## config.mk

```make
export PLATFORM = sky130hd
export DESIGN_NAME = divider_iter
export DESIGN_NICKNAME = d
export VERILOG_FILES = /design/src/rtl/divider_iter.sv
export SDC_FILE = /design/constraint.sdc
export NUM_CORES = 1
export LEC_CHECK = 0
export BUFFER_PORTS_ARGS = -buffer_cell sky130_fd_sc_hd__buf_2
export CAP_MARGIN = 20
export CORE_AREA = 4 4 171 173
export CTS_BUF_LIST = sky130_fd_sc_hd__clkbuf_4 sky130_fd_sc_hd__clkbuf_8
export DETAILED_ROUTE_END_ITERATION = 12
export DIE_AREA = 0 0 175 177
export GPL_TIMING_DRIVEN = 1
export PLACE_DENSITY = 0.57
export SYNTH_ARGS = -nofsm -noshare
export SYNTH_HDL_FRONTEND = slang
export SYNTH_SLANG_ARGS = --single-unit
```

## constraint.sdc

```tcl
create_clock -name clk -period 6.8 [get_ports clk]
set_clock_uncertainty 0.05 [all_clocks]
set_input_delay 0.34 -clock clk [delete_from_list [all_inputs] [get_ports clk]]
set_output_delay 0.34 -clock clk [all_outputs]
set_load 0.05 [all_outputs]
```

## src/rtl/divider_iter.sv

```systemverilog
// Iterative radix-2 restoring divider for DIV/DIVU with in_valid/out_valid handshake.
// Optional macro DIV_EARLY_TERM_EN: finish in one cycle when srcb==0 or |srca| < |srcb|.
module divider_iter #(
    parameter int WIDTH = 32
) (
    input  logic             clk,
    input  logic             rst,
    input  logic             in_valid,
    input  logic             cancel,
    input  logic             sign,
    input  logic [WIDTH-1:0] srca,
    input  logic [WIDTH-1:0] srcb,
    output logic             out_valid,
    output logic             busy,
    output logic [WIDTH-1:0] hi,
    output logic [WIDTH-1:0] lo
);
    localparam int CW = (WIDTH > 1) ? $clog2(WIDTH) : 1;

    typedef enum logic [1:0] {S_IDLE, S_BUSY, S_DONE} state_t;

    state_t           state_q, state_d;
    logic [CW-1:0]    cnt_q, cnt_d;
    logic [WIDTH-1:0] rem_q, rem_d;
    logic [WIDTH-1:0] dvd_q, dvd_d;
    logic [WIDTH-1:0] dvs_q, dvs_d;
    logic [WIDTH-1:0] hi_q, hi_d;
    logic [WIDTH-1:0] lo_q, lo_d;
    logic             qneg_q, qneg_d;
    logic             rneg_q, rneg_d;
    logic             dz_q, dz_d;

    logic             accept;
    logic             last_step;
    logic [WIDTH-1:0] abs_a, abs_b;
    logic [WIDTH:0]   shifted;
    logic [WIDTH+1:0] trial;
    logic [WIDTH-1:0] step_rem, step_q;
    logic             unused_trial;
`ifdef DIV_EARLY_TERM_EN
    logic             early;
`endif

    always_comb begin
        accept    = in_valid & ~cancel;
        last_step = (cnt_q == '0);
        abs_a     = (sign & srca[WIDTH-1]) ? -srca : srca;
        abs_b     = (sign & srcb[WIDTH-1]) ? -srcb : srcb;
`ifdef DIV_EARLY_TERM_EN
        early     = (srcb == '0) | (abs_a < abs_b);
`endif
        // Shift in the next dividend bit; a non-negative trial means the divisor fits.
        shifted = {rem_q, dvd_q[WIDTH-1]};
        trial   = {1'b0, shifted} - {2'b00, dvs_q};
        if (!trial[WIDTH+1]) begin
            step_rem = trial[WIDTH-1:0];
            step_q   = {dvd_q[WIDTH-2:0], 1'b1};
        end else begin
            step_rem = shifted[WIDTH-1:0];
            step_q   = {dvd_q[WIDTH-2:0], 1'b0};
        end
        unused_trial = trial[WIDTH];
    end

    // State register
    always_ff @(posedge clk) begin
        if (rst) state_q <= S_IDLE;
        else     state_q <= state_d;
    end

    // Next-state logic
    always_comb begin
        state_d = state_q;
        case (state_q)
            S_IDLE: begin
                if (accept) begin
`ifdef DIV_EARLY_TERM_EN
                    state_d = early ? S_DONE : S_BUSY;
`else
                    state_d = S_BUSY;
`endif
                end
            end
            S_BUSY: begin
                if (cancel)         state_d = S_IDLE;
                else if (last_step) state_d = S_DONE;
            end
            S_DONE:  state_d = S_IDLE;
            default: state_d = S_IDLE;
        endcase
    end

    // Output logic
    always_comb begin
        out_valid = (state_q == S_DONE) & ~cancel;
        busy      = (state_q != S_IDLE);
    end

    assign hi = hi_q;
    assign lo = lo_q;

    always_comb begin
        cnt_d  = cnt_q;
        rem_d  = rem_q;
        dvd_d  = dvd_q;
        dvs_d  = dvs_q;
        hi_d   = hi_q;
        lo_d   = lo_q;
        qneg_d = qneg_q;
        rneg_d = rneg_q;
        dz_d   = dz_q;
        if (state_q == S_IDLE && accept) begin
            rem_d  = '0;
            dvd_d  = abs_a;
            dvs_d  = abs_b;
            cnt_d  = CW'(WIDTH - 1);
            qneg_d = sign & (srca[WIDTH-1] ^ srcb[WIDTH-1]);
            rneg_d = sign & srca[WIDTH-1];
            dz_d   = (srcb == '0);
`ifdef DIV_EARLY_TERM_EN
            if (early) begin
                hi_d = srca;
                lo_d = (srcb == '0) ? '1 : '0;
            end
`endif
        end else if (state_q == S_BUSY && !cancel) begin
            rem_d = step_rem;
            dvd_d = step_q;
            if (last_step) begin
                // Sign correction folds into the final step so DONE presents the result.
                lo_d = dz_q ? '1 : (qneg_q ? -step_q : step_q);
                hi_d = rneg_q ? -step_rem : step_rem;
            end else begin
                cnt_d = cnt_q - 1'b1;
            end
        end
    end

    always_ff @(posedge clk) begin
        if (rst) begin
            cnt_q <= '0;
            hi_q  <= '0;
            lo_q  <= '0;
        end else begin
            cnt_q <= cnt_d;
            hi_q  <= hi_d;
            lo_q  <= lo_d;
        end
    end

    always_ff @(posedge clk) begin
        rem_q  <= rem_d;
        dvd_q  <= dvd_d;
        dvs_q  <= dvs_d;
        qneg_q <= qneg_d;
        rneg_q <= rneg_d;
        dz_q   <= dz_d;
    end

endmodule

```

Word-level counts from Yosys, hierarchy flattened:

Index checks and enable logic that the tools add are counted.

* $add $sub $neg: 6
* $mul: 0
* divide/modulo/power cells: 0
* order comparisons: 0
* equal/unequal tests: 5
* shifts and indexed selects: 0
* multiplexer cells: 16
* bitwise logic cells: 8
* reductions and logical operators: 11

Operators with widths (count)
* $mux W32: 8
* $neg A32 Y32: 4
* $sub A33 B32 Y34: 1
* $logic_not A32 Y1: 1
* $mux W5: 3
* $mux W2: 3
* $and A1 B1 Y1: 5
* $logic_not A5 Y1: 1
* $sub A5 B1 Y5 const B: 1
* $pmux W2 S2: 1
* $reduce_and A2 Y1: 2
* $reduce_bool A2 Y1: 2
* $ne A3 B3 Y1 const B: 1
* $reduce_and A3 Y1: 1
* $eq A2 B1 Y1 const B: 1
* $eq A2 B2 Y1 const B: 1
* $logic_and A1 B1 Y1: 2
* $logic_not A2 Y1: 1
* $ne A2 B1 Y1 const B: 1
* $ne A2 B2 Y1 const B: 1
* $not A1 Y1: 2
* $logic_not A1 Y1: 1
* $mux W1: 1
* $xor A1 B1 Y1: 1

* register bits: 170
* latch bits: 0
* bits in writable memories: 0
* memory bits (read-only): 0
* input port bits: 69
* memories: 0

Longest topological paths before layout:

* depth after elaboration: 5
* gate-level depth with buffers: 23

Worst setup path after synthesis:

No wires, ideal clock.

* path kind: register -> register
* from: reg dvs_q[4]
* to: reg lo_q[30], in the netlist lo[30]
* setup time: 132 ps
* arrival: 4989 ps
* path slack: 1629 ps
* cell stages (with the launch flop): 22
* buffers on the path: 5
* clock period less this slack: 5171 ps
* cell sequence: edfxtp_1 -> inv_1 -> ha_1 -> clkbuf_1 -> a21o_1 -> a31oi_1 -> a21bo_2 -> a31oi_1 -> or2_1 -> buf_2 -> inv_1 -> clkbuf_1 -> buf_1 -> clkbuf_1 -> ha_1 -> nand2b_1 -> or3_4 -> or4_4 -> or4_4 -> o31ai_2 -> xor2_1 -> a21oi_1

* word-level cells in the longest chain between the ends: 5

RTL lines
* from (decl): RTL line 26 `logic [WIDTH-1:0] dvs_q, dvs_d;`
* from (signal assigned): RTL line 154 `dvs_q <= dvs_d;`
* $sub A33 B32 Y34: RTL line 54 `trial = {1'b0, shifted} - {2'b00, dvs_q};`
* $mux W1: RTL line 55 `if (!trial[WIDTH+1]) begin`
* $neg A32 Y32: RTL line 131 `lo_d = dz_q ? '1 : (qneg_q ? -step_q : step_q);`
* $mux W32 (2 in series): RTL line 131
* to (signal assigned): RTL line 147 `lo_q <= lo_d;`
* to (decl): RTL line 28 `logic [WIDTH-1:0] lo_q, lo_d;`

Every way passes these cells.
A chain may end at the register's enable or synchronous reset.

Final worst setup path:

* from: reg rem_q[19]
* to: reg hi_q[26], in the netlist hi[26]

* word-level cells in the longest chain between the ends: 4

RTL lines
* from (decl): RTL line 24 `logic [WIDTH-1:0] rem_q, rem_d;`
* from (signal assigned): RTL line 152 `rem_q <= rem_d;`
* $sub A33 B32 Y34: RTL line 54
* $mux W32 *: RTL line 55
* $neg A32 Y32: RTL line 132 `hi_d = rneg_q ? -step_rem : step_rem;`
* $mux W32 *: RTL line 132
* to (signal assigned): RTL line 146 `hi_q <= hi_d;`
* to (decl): RTL line 27 `logic [WIDTH-1:0] hi_q, hi_d;`

Mark *: on every way between the ends. The rest lies on a longest branch, timed or not.

==> impl_metrics.yaml <==
synthesis:
  ys_seq_area_share_pct: 37.2
  synth_edf_count: 67
  yosysWarningCount: 0
  synthArstFlopShare_pct: 0
  synthDistinctLibCells: 71
  synth_area_sq_um: 11000
  synth_flop_cell: "dfxtp_1"
  synth_fp_nets: 1453
  synth_cells: 1345
  synth.area.top_cells: "dfxtp_1 19%, edfxtp_1 18%, o21ai_0 7.2%"
  ys_ff_latch: 170
  avgSynthCellArea_sq_um: 8.15
  synth_top_cell_area_share_pct: 18.8
  synth_area_leader_cell: "dfxtp_1"
global_routing:
  grt_pass1_vias: 9524
  track_usage_pct: 19.9
  grt_max_degree: 68
  grt_overflow: 0
  grt_pass1_wl_mm: 50.1
  antenna_found_initial: 0
cells_and_area:
  syn_to_final_growth_pct: 12.4
  regArea_sq_um: 4070
  nets: 1548
  design_area_sq_um: 12300
  drive_gt1_share_pct: 13.6
  nFillCells: 2879
  final_common_cell: "nand2_1"
  most-common-layout-cells: "182 x nand2_1, 157 x o21ai_0, 134 x buf_2"
  antenna_cells: 0
  multi_input_area_sq_um: 6430
setup_path:
  crit_family: "simple AND/OR/NAND/NOR gates"
  cp.depth: 17
  worst_ep_required_time_ns: 7.14
  path_cells: "ha_1 > and2_1 > a21oi_1 > o311a_1 > o21ai_0 > or2_1 > buf_4 > nand2_1 > o21ai_0 > ha_1 > nand2_1 > nor4b_1 > a31oi_1 > or2_2 > nor2_1 > nand4_1 > a31oi_1"
  r2r_start: "rem_q[19]"
  rr_worst_depth: 17
  cp_slowest_cell: "nor4b_1"
  cp-startpoint: "rem_q[19]"
  critPathMaxStageDelay_ns: 0.57
  cp_max_fo: 44
  end_kind: "flop"
  endpoint: "hi[26]"
  startpoint_type: "flop"
  r2r_slack_ns: 1.55
  worstReg2RegEnd: "hi[26]"
  path_class: "reg -> reg"
  worstPathArrival_ns: 5.59
  cp.buffers_inverters: 1
clock_network:
  cts_buffer_depth: 2
  clkSinkCount: 170
  htree_levels: 4
  cts_tree: "built"
  ctsResizeCount: 0
  insertion_delay_ns: 0.47
  numCtsBuffers: 17
  clk_pin_slew_ns: 0.10
  post-cts-setup-buffers: 0
  cts_hold_buf: 0
  cts_root_buf: "clkbuf_8"
floorplanning:
  core_sq_um: 27600
  rows: 61
  dieArea_sq_um: 31000
  pin_count: 135
  die_y_microns: 177
  start_util_pct: 39.7
  die_w_microns: 175
routing:
  routed_wl_mm: 31.4
  vias: 9999
  dr.pass1.iters: 5
  drc: 0
  viasPerCell: 5.46
  ant_nets: 0
  avgRoutedWirePerCell_microns: 17.1
  drt_iter0_drc: 759
pwr:
  leakage_nw: 4.84
  power_density_nw_per_um2: 181
  peakVddDrop_mv: 0.109
placed_design:
  post_dp_cell_area_sq_um: 11900
  dp_hpwl_mm: 23.7
  numPortBuffers: 134
  routabilityCongestion: 0.853
timing:
  hold_viol: 0
  setup_tns_ns: 0
  worstMarginPinSlew_ns: 1.08
  fmax_mhz: 190
  finalCriticalPeriod_ns: 5.25
  finalCritPeriodShare_pct: 77.2
  setup_viol: 0
  slew_viol_final: 0
  rsz0062_at_grt: "false"
  slew_headroom_pct: 28.1
run_status:
  status: "complete, no violations"
run:
  maxCapViolCount: 0
hold_path:
  hp-class: "in -> reg"
  min_from: "srcb[0]"
==> sequential cells by signal (all words and copies together), names as in the netlist <==
| name | cells |
|---|---|
| lo | 32 |
| dz_q | 1 |
| dvd_q | 32 |
| hi | 32 |
| state_q | 2 |
| dvs_q | 32 |
| cnt_q | 5 |
| rem_q | 32 |
| qneg_q | 1 |
| rneg_q | 1 |
==> final cells by class <==
| cell class | count | area share (%) |
|---|---|---|
| tap | 378 | 3.84 |
| clock buffer | 18 | 1.96 |
| sequential | 170 | 33.0 |
| multi-input combinational | 1051 | 52.2 |
| timing repair buffer | 144 | 6.05 |
| inverter | 56 | 1.70 |
| clock inverter | 14 | 1.25 |
==> metal layers <==
| metal | routed length, microns | part of all wire [%] | global-route usage [%] |
|---|---|---|---|
| met4 | 635 | 2.0 | 5.60 |
| met5 | 0 | 0 | 0 |
| met3 | 1150 | 3.7 | 2.39 |
| met1 | 14700 | 47 | 27.1 |
| met2 | 14900 | 47 | 33.5 |
==> power breakdown <==
group / switching (mW) / internal (mW) / leakage, nW / total [mW]
Sequential: 0.0333 / 1.11 / 1.46 / 1.14
Combinational: 0.239 / 0.129 / 3.18 / 0.369
Clock: 0.447 / 0.279 / 0.196 / 0.726
Total: 0.719 / 1.52 / 4.84 / 2.24
==> cell families after synthesis <==
logic type	Yosys count	share of synthesized area, %
AND/OR/NAND/NOR	442	19.1
multiplexers	15	1.38
buffers and inverters	124	4.26
AO/OA/AOI/OAI	419	22.8
adder cells (fa/ha/maj)	39	4.52
flip-flops	170	37.2
XOR/XNOR	136	10.9
==> how the worst min path moves through the flow <==
stage               depth (start not counted)         end
floorplan                                   1  state_q[1]
global placement                            2      hi[19]
detailed placement                          2      hi[19]
CTS                                         1    dvs_q[0]
global route                                1    dvs_q[0]
finish                                      1    dvs_q[0]
==> synthesized netlist by cell type (11+ instances only) <==
cell type,number
a211oi_1,11
a21oi_1,126
a31oi_1,13
clkbuf_1,60
dfxtp_1,103
edfxtp_1,67
ha_1,38
inv_1,56
mux2i_1,14
nand2_1,182
nand3_1,19
nand4_1,14
nor2_1,91
nor3_1,39
nor4_1,15
o21ai_0,157
o31ai_1,25
o41ai_1,12
or3_1,20
xnor2_1,56
xor2_1,80
==> stage by stage <==
step	hold WS (ns)	std cells	setup WS, ns	utilization, %	total power [mW]
2_1_floorplan	0.374	1345	1.63	-	1.41
3_3_place_gp	0.389	1799	1.94	43.2	1.53
3_5_place_dp	0.391	1799	1.71	43.2	1.53
4_1_cts	0.0492	1831	1.64	44.6	2.26
5_1_grt	0.0614	1831	1.15	44.6	2.35
6_report	0.0611	1831	1.55	44.6	2.24
Note: power is estimated with default switching activity, not from simulation.
